$ cat src/rtl/disp_pkg.sv
// Shared types and segment constants for the hit counter display.
// Segment bit order is {g,f,e,d,c,b,a}, active-high.
package disp_pkg;

  typedef logic [3:0] bcd_t;

  typedef enum logic {
    DIG0 = 1'b0,
    DIG1 = 1'b1
  } dig_t;

  localparam logic [6:0] SEG_BLANK = 7'h00;
  localparam logic [6:0] SEG_0     = 7'h3F;
  localparam logic [6:0] SEG_1     = 7'h06;
  localparam logic [6:0] SEG_2     = 7'h5B;
  localparam logic [6:0] SEG_3     = 7'h4F;
  localparam logic [6:0] SEG_4     = 7'h66;
  localparam logic [6:0] SEG_5     = 7'h6D;
  localparam logic [6:0] SEG_6     = 7'h7D;
  localparam logic [6:0] SEG_7     = 7'h07;
  localparam logic [6:0] SEG_8     = 7'h7F;
  localparam logic [6:0] SEG_9     = 7'h6F;

endpackage

$ cat src/rtl/seg7_decode.sv
// BCD digit to active-high seven-segment pattern.
// Non-decimal codes light nothing.
module seg7_decode
  import disp_pkg::*;
(
  input  bcd_t       i_bcd,
  output logic [6:0] o_seg
);

  always_comb begin
    o_seg = SEG_BLANK;
    case (i_bcd)
      4'd0:    o_seg = SEG_0;
      4'd1:    o_seg = SEG_1;
      4'd2:    o_seg = SEG_2;
      4'd3:    o_seg = SEG_3;
      4'd4:    o_seg = SEG_4;
      4'd5:    o_seg = SEG_5;
      4'd6:    o_seg = SEG_6;
      4'd7:    o_seg = SEG_7;
      4'd8:    o_seg = SEG_8;
      4'd9:    o_seg = SEG_9;
      default: o_seg = SEG_BLANK;
    endcase
  end

endmodule

$ cat src/rtl/hit_counter_display.sv
// Counts found rising edges in BCD and scans two 7-seg digits.
// Define HIT_SATURATE_EN to hold at 99 instead of wrapping.
module hit_counter_display
  import disp_pkg::*;
#(
  parameter int SCAN_DIV       = 50000,
  parameter int SEG_ACTIVE_LOW = 1
) (
  input  logic       clk,
  input  logic       reset,
  input  logic       found,
  input  logic       clear,
  output logic       hit_pulse,
  output logic [7:0] count_bcd,
  output logic       ovf,
  output logic [1:0] an,
  output logic [6:0] seg
);

  localparam int CW = $clog2(SCAN_DIV);
  localparam logic [CW-1:0] LAST = CW'(SCAN_DIV - 1);
  localparam logic POL_LOW = (SEG_ACTIVE_LOW != 0);
  localparam logic [6:0] SEG_RST = POL_LOW ? ~SEG_0 : SEG_0;
  localparam logic [1:0] AN_RST  = POL_LOW ? 2'b10 : 2'b01;

  logic          r_s1, r_s2, r_s3;
  logic          r_hit;
  bcd_t          r_ones, r_tens;
  logic          r_ovf;
  logic [CW-1:0] r_scan;
  dig_t          r_state;
  dig_t          w_state_nxt;
  logic [1:0]    r_an;
  logic [6:0]    r_seg;
  logic          w_hit;
  logic          w_tc;
  bcd_t          w_digit;
  logic [6:0]    w_seg_ah;
  logic [1:0]    w_an_ah;

  assign w_hit = r_s2 & ~r_s3;

  always_ff @(posedge clk or posedge reset) begin
    if (reset) begin
      r_s1  <= 1'b0;
      r_s2  <= 1'b0;
      r_s3  <= 1'b0;
      r_hit <= 1'b0;
    end else begin
      r_s1  <= found;
      r_s2  <= r_s1;
      r_s3  <= r_s2;
      r_hit <= w_hit;
    end
  end

  // clear beats a simultaneous hit; the pulse still reports the edge
  always_ff @(posedge clk or posedge reset) begin
    if (reset) begin
      r_ones <= 4'd0;
      r_tens <= 4'd0;
      r_ovf  <= 1'b0;
    end else if (clear) begin
      r_ones <= 4'd0;
      r_tens <= 4'd0;
      r_ovf  <= 1'b0;
    end else if (w_hit) begin
      if (r_tens == 4'd9 && r_ones == 4'd9) begin
        r_ovf <= 1'b1;
`ifdef HIT_SATURATE_EN
        r_ones <= 4'd9;
        r_tens <= 4'd9;
`else
        r_ones <= 4'd0;
        r_tens <= 4'd0;
`endif
      end else if (r_ones == 4'd9) begin
        r_ones <= 4'd0;
        r_tens <= r_tens + 4'd1;
      end else begin
        r_ones <= r_ones + 4'd1;
      end
    end
  end

  assign w_tc = (r_scan == LAST);

  always_ff @(posedge clk or posedge reset) begin
    if (reset) begin
      r_scan  <= '0;
      r_state <= DIG0;
    end else begin
      r_scan  <= w_tc ? '0 : r_scan + 1'b1;
      r_state <= w_state_nxt;
    end
  end

  always_comb begin
    w_state_nxt = r_state;
    if (w_tc) begin
      w_state_nxt = (r_state == DIG0) ? DIG1 : DIG0;
    end
  end

  // Outputs follow the next state so an and seg switch on one edge
  assign w_digit = (w_state_nxt == DIG0) ? r_ones : r_tens;
  assign w_an_ah = (w_state_nxt == DIG0) ? 2'b01 : 2'b10;

  seg7_decode u_dec (
    .i_bcd (w_digit),
    .o_seg (w_seg_ah)
  );

  always_ff @(posedge clk or posedge reset) begin
    if (reset) begin
      r_an  <= AN_RST;
      r_seg <= SEG_RST;
    end else begin
      r_an  <= POL_LOW ? ~w_an_ah : w_an_ah;
      r_seg <= POL_LOW ? ~w_seg_ah : w_seg_ah;
    end
  end

  assign hit_pulse = r_hit;
  assign count_bcd = {r_tens, r_ones};
  assign ovf       = r_ovf;
  assign an        = r_an;
  assign seg       = r_seg;

endmodule

$ cat config.mk
export PLATFORM = sky130hd
export DESIGN_NAME = hit_counter_display
export DESIGN_NICKNAME = d
export VERILOG_FILES = /design/src/rtl/disp_pkg.sv /design/src/rtl/seg7_decode.sv /design/src/rtl/hit_counter_display.sv
export SDC_FILE = /design/constraint.sdc
export NUM_CORES = 1
export LEC_CHECK = 0
export BUFFER_PORTS_ARGS = -buffer_cell sky130_fd_sc_hd__buf_2
export CAP_MARGIN = 20
export CORE_ASPECT_RATIO = 0.7
export CORE_MARGIN = 3
export CORE_UTILIZATION = 40
export CTS_CLUSTER_DIAMETER = 50
export DETAILED_ROUTE_END_ITERATION = 8
export GPL_ROUTABILITY_DRIVEN = 0
export HOLD_SLACK_MARGIN = 0.05
export PLACE_DENSITY = 0.65
export REMOVE_ABC_BUFFERS = 1
export SYNTH_ARGS = -nofsm -noshare
export SYNTH_HDL_FRONTEND = slang
export SYNTH_SLANG_ARGS = --single-unit
$ cat constraint.sdc
create_clock -name clk -period 9.6 [get_ports clk]
set_input_delay 0.96 -clock clk [delete_from_list [all_inputs] [get_ports clk]]
set_output_delay 0.96 -clock clk [all_outputs]
set_load 0.02 [all_outputs]
==> impl_metrics.ini <==
[run_status]
outcome = completed

[timing]
max_freq_mhz = 284
drv_slew = 0
worstMarginPinSlew_ns = 0.668
rsz0062_at_grt = no
hold_violations = 0
setup_violations = 0
clock_skew_ns = 0.00295
period_minus_slack_ns = 3.53
fin_setup_tns_ns = 0
period_share_pct = 36.7
relSlewSlack_pct = 55.2

[worst_setup_path]
startpoint_type = register
critPathLaunch = r_scan[7]$_DFF_PP0_
path_max_fanout = 15
cp.arrival_ns = 3.74
cp-end-kind = register
critical_path_class = register to register
cp_data_required_time_ns = 9.81
r2r-start = r_scan[7]$_DFF_PP0_

[power]
ir_drop_mv = 0.0918
seqPwrFrac_pct = 50.6
pwr-share-comb_pct = 10.1
p_leak_nw = 1.08
finalPower_mw = 0.346
p_int_mw = 0.256
powerDensity_nw_per_um2 = 152
net-switching-power_mw = 0.0894
pwr-share-clk_pct = 39.2
swShare_pct = 25.9

[drt]
postRouteAntennaNets = 0
drc_errors = 0
wl_per_cell_um = 13.3
num_vias = 1425
vias_per_cell = 5.00
firstDrtPassIters = 4
drtIter0Drc = 128
wl_mm = 3.79

[global_route]
grt_max_degree = 39
grt_usage_pct = 14.5
grt.overflow.total = 0
grt_pass1_vias = 1302
grt_pass1_wl_mm = 6.67
antenna_found_initial = 0

[hold_path]
min_from = r_s1$_DFF_PP0_
hp-class = register to register

[logic_synthesis]
syn-mean-instance-area_um2 = 10.3
yosysWarnings = 0
synthDistinctLibCells = 43
synth_seq_cells = 38
yosysSeqAreaShare_pct = 47.6
synthCells = 195
synth_area_um2 = 2000

[layout]
area_growth_pct = 13.8
fillers = 433
drive_gt1_share_pct = 20.1
num_antenna_cells = 0
seq_area_um2 = 953
finalNetCount = 232
multi_input_area_um2 = 977

[clocking]
root_buffer = clkbuf_8
cts_inserted_buffers = 5
cts_buffer_depth = 2
cts_sinks = 38
ctsHtreeMaxLevel = 2
post_cts_buffers = 0
clk_pin_slew_ns = 0.08
postCtsHoldBufs = 0
tritoncts = yes
cts-resized-gates = 0
clk_latency_ns = 0.29

[floorplan]
core_area_um2 = 4580
die_h_um = 65.2
die_area_um2 = 5900
ios = 23
rows = 20
start_util_pct = 43.7
dieWidth_um = 90.6

[placement]
dp_hpwl_mm = 2.74
io_buffers = 22

[run]
drv_cap = 0
## per-stage QoR
stage | setup slack [ns] | hold WS [ns] | std cells | instance area [um^2] | utilization, %
finish | 6.07 | 0.359 | 285 | 2280 | 49.8
global route | 5.80 | 0.373 | 285 | 2280 | 49.8
CTS | 6.05 | 0.362 | 285 | 2280 | 49.8
detailed placement | 6.08 | 0.344 | 277 | 2160 | 47.3
global placement | 6.21 | 0.333 | 277 | 2160 | 47.3
floorplan | 6.43 | 0.331 | 188 | 1960 | -
## flip-flops by register name, indices dropped and copies added (netlist names)
name	count
r_scan	16
seg	7
an	2
r_s1	1
hit_pulse	1
r_s2	1
r_ones	4
r_s3	1
ovf	1
r_tens	4
## worst paths after layout
check / slack (ns) / endpoint / depth (start not counted)
hold / removal: 0.36 / r_s2$_DFF_PP0_ / 0
max in group asynchronous: 8.48 / seg[6]$_DFF_PP1_ / 3
setup reg to reg: 6.07 / seg[2]$_DFF_PP0_ / 10
setup / recovery: 6.07 / seg[2]$_DFF_PP0_ / 10
hold reg to reg: 0.36 / r_s2$_DFF_PP0_ / 0
min in group asynchronous: 0.76 / r_scan[5]$_DFF_PP0_ / 3
## cell usage in the layout, fill, tap and decap left out, types with 2 or more instances in the layout
master      count
dfrtp_1        36
nor2_1         22
buf_2          22
nand2_1        14
a21oi_1        13
xnor2_1        10
ha_1           10
inv_1           8
o21ai_0         8
nand3_1         7
mux2i_1         7
xor2_1          6
a2bb2oi_1       5
nor3_1          5
clkbuf_8        5
nand2b_1        3
and2_1          3
a31o_2          2
mux2_2          2
or4b_1          2
nor2b_1         2
nand4_1         2
dfstp_2         2
clkinvlp_4      2
## cell usage after synthesis
master / number / share of area, %
a211o_1: 1 / 0.44
a21o_1: 1 / 0.38
a21oi_1: 13 / 3.2
a2bb2oi_1: 5 / 2.2
a311oi_1: 1 / 0.44
a31o_2: 2 / 0.88
a31oi_1: 1 / 0.31
a41oi_1: 1 / 0.44
and2_1: 3 / 0.94
and2_2: 1 / 0.38
and2b_1: 1 / 0.38
and2b_2: 1 / 0.44
and3_1: 1 / 0.31
and3b_1: 1 / 0.44
and4_1: 1 / 0.44
and4_2: 1 / 0.50
buf_4: 1 / 0.38
buf_6: 1 / 0.56
clkbuf_1: 5 / 0.94
dfrtp_1: 36 / 45
dfstp_2: 2 / 2.6
ha_1: 10 / 6.3
inv_1: 8 / 1.5
inv_2: 1 / 0.19
mux2_2: 2 / 1.1
mux2i_1: 7 / 3.5
nand2_1: 14 / 2.6
nand2b_1: 3 / 0.94
nand3_1: 7 / 1.7
nand4_1: 2 / 0.62
nand4b_1: 1 / 0.44
nor2_1: 22 / 4.1
nor2b_1: 2 / 0.62
nor3_1: 5 / 1.2
nor4_4: 1 / 1.1
o21ai_0: 8 / 2.0
o22ai_1: 1 / 0.31
or3_1: 1 / 0.31
or3_2: 1 / 0.38
or4b_1: 2 / 1.0
xnor2_1: 10 / 4.4
xor2_1: 6 / 2.6
xor2_4: 1 / 1.4
## critical path: stages (launching register included)
cell and delay, ns:
dfrtp_1 0.41, or4b_1 0.59, nor4_4 0.66, xor2_4 0.42, inv_2 0.20, nand2_1 0.12, and2_1 0.18, ha_1 0.18
inv_1 0.05, or3_2 0.44, a31oi_1 0.19
## final cells by class
cell class                      count  share of cell area (%)
Clock buffer                        5                    3.02
Clock inverter                      3                    1.98
Inverter                            9                    1.48
Multi-Input combinational cell    141                    42.9
Sequential cell                    38                    41.8
Tap cell                           66                    3.62
Timing Repair Buffer               23                    5.16
## cells by family after synthesis
kind of cell             after synthesis  share of synthesized area [%]
multiplexers                           9                           4.63
AND/OR/NAND/NOR                       71                           18.9
AO/OA/AOI/OAI                         34                           10.6
flip-flops                            38                           47.6
XOR/XNOR                              17                           8.37
adder cells (fa/ha/maj)               10                           6.25
buffers and inverters                 16                           3.56
## power by group through the flow
stage	clock network, mW	registers (mW)	logic (mW)
after floorplan	0	0.182	0.0188
after global placement	0	0.178	0.0354
after detailed placement	0	0.178	0.0357
after CTS	0.139	0.175	0.0358
after global routing	0.147	0.176	0.0399
final	0.136	0.175	0.0351
## routing by layer
| metal | global-route usage (%) | wire [um] |
|---|---|---|
| met1 | 23.1 | 2130 |
| met2 | 18.2 | 1410 |
| met3 | 4.12 | 205 |
| met4 | 4.58 | 42 |
| met5 | 0 | 0 |
No activity file was read; power rests on OpenSTA's default activity.
